--- config.mk ---
export PLATFORM = sky130hd
export DESIGN_NAME = decade_2421_counter
export DESIGN_NICKNAME = d
export VERILOG_FILES = /design/src/rtl/decade_2421_counter.sv
export SDC_FILE = /design/constraint.sdc
export NUM_CORES = 1
export LEC_CHECK = 0
export ABC_AREA = 1
export BUFFER_PORTS_ARGS = -buffer_cell sky130_fd_sc_hd__buf_2
export CAP_MARGIN = 20
export CORE_AREA = 3 3 40 42
export CTS_CLUSTER_DIAMETER = 60
export DETAILED_ROUTE_END_ITERATION = 10
export DIE_AREA = 0 0 43 45
export PLACE_DENSITY_LB_ADDON = 0.25
export SLEW_MARGIN = 20
export SYNTH_ARGS = -nofsm -noshare
export SYNTH_HDL_FRONTEND = slang
export SYNTH_SLANG_ARGS = --single-unit
--- constraint.sdc ---
create_clock -name clk -period 2.9 [get_ports clk]
set_input_delay 0.435 -clock clk [delete_from_list [all_inputs] [get_ports clk]]
set_output_delay 0.435 -clock clk [all_outputs]
set_load 0.1 [all_outputs]
--- src/rtl/decade_2421_counter.sv ---
// decade_2421_counter: mod-10 counter held and output in 2421 (Aiken) code with Mealy carry
//   clk   in   rising-edge clock
//   reset in   synchronous active-high reset, priority over x
//   x     in   count enable
//   res   out  [3:0] registered count in 2421 code
//   z     out  carry, high while count is 9 and x=1 (and reset=0)
module decade_2421_counter (
    input  logic       clk,
    input  logic       reset,
    input  logic       x,
    output logic [3:0] res,
    output logic       z
);
    logic [3:0] r_state;
    logic [3:0] w_succ;
    logic       w_legal;
    logic [3:0] w_next;
    always_comb begin
        w_succ  = 4'b0000;
        w_legal = 1'b1;
        case (r_state)
            4'b0000: w_succ = 4'b0001;
            4'b0001: w_succ = 4'b0010;
            4'b0010: w_succ = 4'b0011;
            4'b0011: w_succ = 4'b0100;
            4'b0100: w_succ = 4'b1011;
            4'b1011: w_succ = 4'b1100;
            4'b1100: w_succ = 4'b1101;
            4'b1101: w_succ = 4'b1110;
            4'b1110: w_succ = 4'b1111;
            4'b1111: w_succ = 4'b0000;
            default: w_legal = 1'b0;
        endcase
    end
    // illegal codes recover to 0 on the next edge whatever x is
    assign w_next = !w_legal ? 4'b0000 : (x ? w_succ : r_state);
    always_ff @(posedge clk) begin
        if (reset)
            r_state <= 4'b0000;
        else
            r_state <= w_next;
    end
    assign res = r_state;
    assign z   = ~reset & x & (r_state == 4'b1111);
endmodule

Yosys cells after proc, flatten, opt, wreduce, memory -nomap -nowiden
Cells that the tools add are included.
{"block": "classes", "eq_ne": 9, "reduce_logical": 3, "mux": 2, "bitwise_logic": 4}
{"op": "4-bit case mux with 9 select lines", "count": 1}
{"op": "4-bit == test, second input constant", "count": 5}
{"op": "10-bit OR reduction", "count": 1}
{"op": "4-bit by 2-bit == test with 1-bit output, second input constant", "count": 2}
{"op": "4-bit by 1-bit == test with 1-bit output, second input constant", "count": 1}
{"op": "4-bit by 3-bit == test with 1-bit output, second input constant", "count": 1}
{"op": "4-bit logical NOT", "count": 1}
{"op": "1-bit AND", "count": 2}
{"op": "1-bit inverter", "count": 2}
{"op": "2-bit OR reduction", "count": 1}
{"op": "1-bit 2-to-1 mux", "count": 1}
{"block": "word_totals", "output_inout_bits": 5, "word_cells": 19, "regBits": 4, "input_bits": 3}

Logic depth before layout (Yosys ltp)
{"block": "logic_depth", "word_depth": 5, "depth_mapped": 7, "mapped_depth_nobuf": 7}

Least setup slack after synthesis
Ideal clock, no wire load.
{"block": "synth_timing", "path_kind": "register to output", "start": "register r_state[0] (netlist: res[0])", "end": "output port z", "path_buffers": 0, "t_required_ns": 2.465, "path_slack_ns": -0.999, "t_arrival_ns": 3.464, "stages_incl_launch_ff": 5, "cell_sequence": "dfxtp_1 -> nand2_1 -> inv_1 -> nand3_1 -> nor3_1"}
{"block": "synth_between", "elab_chain_len": 2}
{"element": "start: declaration", "line": "14", "rtl": "logic [3:0] r_state;"}
{"element": "start signal: assignment", "line": "41", "rtl": "r_state <= w_next;"}
{"element": "4-bit == test", "line": "44", "rtl": "assign z = ~reset & x & (r_state == 4'b1111);"}
{"element": "1-bit AND", "line": "44"}
{"element": "end: declaration", "line": "12", "rtl": "output logic z"}
No other way between the ends.

Final worst setup path
{"block": "layout_timing", "start": "register r_state[1] (netlist: res[1])", "end": "output port z"}
The elaborated chain is that of the path after synthesis.

==> impl_metrics.env <==
export IMPL_via_count=282
export IMPL_synth_cell_types=13
export IMPL_cts_made_buffers=3
export IMPL_antenna_cells=0
export IMPL_rsz0062_at_grt="false"
export IMPL_place_inst=65
export IMPL_syn_nets=47
export IMPL_min_path_type="reg2reg"
export IMPL_synth_xor_area_share_pct=0
export IMPL_crit_arrival_ps=1500
export IMPL_m1WireLength_um=263
export IMPL_die_area_um2=1940
export IMPL_synth_seq_cells=4
export IMPL_synth_area_um2=262
export IMPL_slew_viol_final=0
export IMPL_fmax_ghz=0.516
export IMPL_instances_no_fill=68
export IMPL_drt_wl_total_um=534
export IMPL_gr_total_overflow=0
export IMPL_clk_pin_slew_ps=30
export IMPL_io_pin_count=8
export IMPL_grt_antenna_before_repair=0
export IMPL_worst_setup_path_type="reg2out"
export IMPL_dieWidth_um=43
export IMPL_period_needed_ps=1940
export IMPL_cts_root_buf="clkbuf_4"
export IMPL_wl_per_cell_um=7.85
export IMPL_status="finished clean"
export IMPL_core_um2=1280
export IMPL_synth_top_family_by_area="simple AND/OR/NAND/NOR gates"
export IMPL_synthSimpleGateAreaFrac_pct=45.0
export IMPL_grt_max_degree=9
export IMPL_initial_utilization_pct=20.4
export IMPL_ys_seq_area_share_pct=30.6
export IMPL_htreeDepth=1
export IMPL_rows=13
export IMPL_clock_skew_ps=0.674
export IMPL_routabilityCongestion=0.732
export IMPL_synth_mux_area_fraction_pct=0
export IMPL_multiInputGateArea_um2=165
export IMPL_place_area_um2=322
export IMPL_grt_pass1_vias=245
export IMPL_cp_start_kind="flip-flop"
export IMPL_whs_ps=520
export IMPL_globalRouteTotalUtil_pct=7.01
export IMPL_setup_violations=0
export IMPL_final_area_um2=344
export IMPL_drc=0
export IMPL_seq_area_um2=80.1
export IMPL_cts_resized=0
export IMPL_met2_length_um=207
export IMPL_syn_inst=44
export IMPL_setup_tns_ps=0
export IMPL_largest_reg_flops=4
export IMPL_maxSlewHeadroom_pct=67.8
export IMPL_ant_nets=0
export IMPL_clk_latency_ps=230
export IMPL_yosys_warnings=0
export IMPL_wl_met3_um=59
export IMPL_routed_via_density=4.15
export IMPL_top_layer_used="met4"
export IMPL_numPortBuffers=7
export IMPL_fillers=147
export IMPL_max_slew_worst_pin_slew_ps=487
export IMPL_dieHeight_um=45
export IMPL_power_leakage_nw=0.172
export IMPL_nNetsFinal=58
export IMPL_worst_path_max_fanout=5
export IMPL_grt_pass1_wl_um=952
export IMPL_critPathRequiredTime_ps=2470
export IMPL_syn2layout_area_growth_pct=31.6
export IMPL_synth_fa_ha_area_share_pct=0
export IMPL_crit_path_end_kind="output port"
export IMPL_peakVddDrop_v=0.000222
export IMPL_clock_sinks=4
export IMPL_cts_tree="built"
export IMPL_post_route_period_util_pct=66.8
export IMPL_post_cts_setup_buffers=0
export IMPL_cts_hold_buffers=0
export IMPL_syn_area_per_cell_um2=5.94
export IMPL_drive_above_1_share_pct=26.4
export IMPL_drtIter0Drc=9
export IMPL_finalHoldViolCount=0
export IMPL_synth_compound_area_share_pct=13.9
export IMPL_r2r_slack_ps=1800
export IMPL_dr_pass1_iters=4
export IMPL_power_density_nw_per_um2=504
export IMPL_cap_violations=0
export IMPL_hpwl_um=444
export IMPL_cts_buffer_depth=2
-- path summary, 6_finish.rpt --
kind / from / end / cells after the start
worst min register to register: res[1]$_SDFFE_PP0P_ / res[1]$_SDFFE_PP0P_ / 2
worst min-delay path: res[1]$_SDFFE_PP0P_ / res[1]$_SDFFE_PP0P_ / 2
worst max register to register: res[1]$_SDFFE_PP0P_ / res[1]$_SDFFE_PP0P_ / 5
worst max-delay path: res[1]$_SDFFE_PP0P_ / z / 5
-- power by group --
part	leakage, nW	internal [W]	total [W]	switching, W
sequential	0.0327	0.0000584	0.0000620	0.00000356
clock	0.0138	0.0000461	0.0000665	0.0000203
combinational	0.126	0.00000964	0.0000450	0.0000354
total	0.172	0.000114	0.000173	0.0000593
-- critical path, stage by stage, from the launching register on --
cell     delay (ps)
dfxtp_1         380
nand2_1         120
inv_1           100
nand3_1         120
nor3_4          120
buf_2           440
-- per-stage QoR --
step / utilization, % / worst slack (ps) / power (W)
after global placement: 25.0 / 1180 / 0.000108
after detailed placement: 25.0 / 1170 / 0.000108
final: 26.8 / 963 / 0.000173
after CTS: 26.8 / 954 / 0.000178
after global routing: 26.8 / 826 / 0.000189
after floorplan: - / 229 / 0.000100
-- cell usage after synthesis --
cell,instances,area [um^2]
clkbuf_2,1,5.00
nand3_1,2,10.0
nand2_1,14,52.6
inv_1,5,18.8
a21oi_2,1,8.76
o21ai_0,3,15.0
nor2_1,9,33.8
o22ai_1,1,6.26
a31oi_1,1,6.26
nor3_1,1,5.00
dfxtp_1,4,80.1
nor3_4,1,16.3
inv_2,1,3.75
-- routing by layer --
| metal | track usage (%) | up-vias |
|---|---|---|
| met5 | 0 | - |
| met4 | 3.61 | 0 |
| met3 | 6.37 | 2 |
| met2 | 8.98 | 10 |
| met1 | 7.75 | 114 |
| li1 | - | 156 |
-- kinds of logic (layout without fill, tap and decap cells) --
kind of cell           count (synthesis)  in the layout
AOI/OAI and AO/OA                      6              6
and+or+nand+nor                       27             27
buffers and inverters                  7             16
DFF                                    4              4
-- area by class of cell --
class,instances,share of cell area [%]
multi-input combinational,33,48.0
sequential,4,23.3
timing repair buffer,7,10.2
clock buffer,3,6.55
inverter,6,6.55
tap,15,5.45
-- layout by cell type, fill, tap and decap left out --
cell type / n
nor2_1: 9
a31oi_1: 1
buf_2: 7
nand3_1: 2
o21ai_0: 3
inv_2: 1
inv_1: 5
dfxtp_1: 4
nor3_4: 2
clkbuf_4: 3
a21oi_2: 1
o22ai_1: 1
nand2_1: 14
Power figures use the tool's default switching activity.
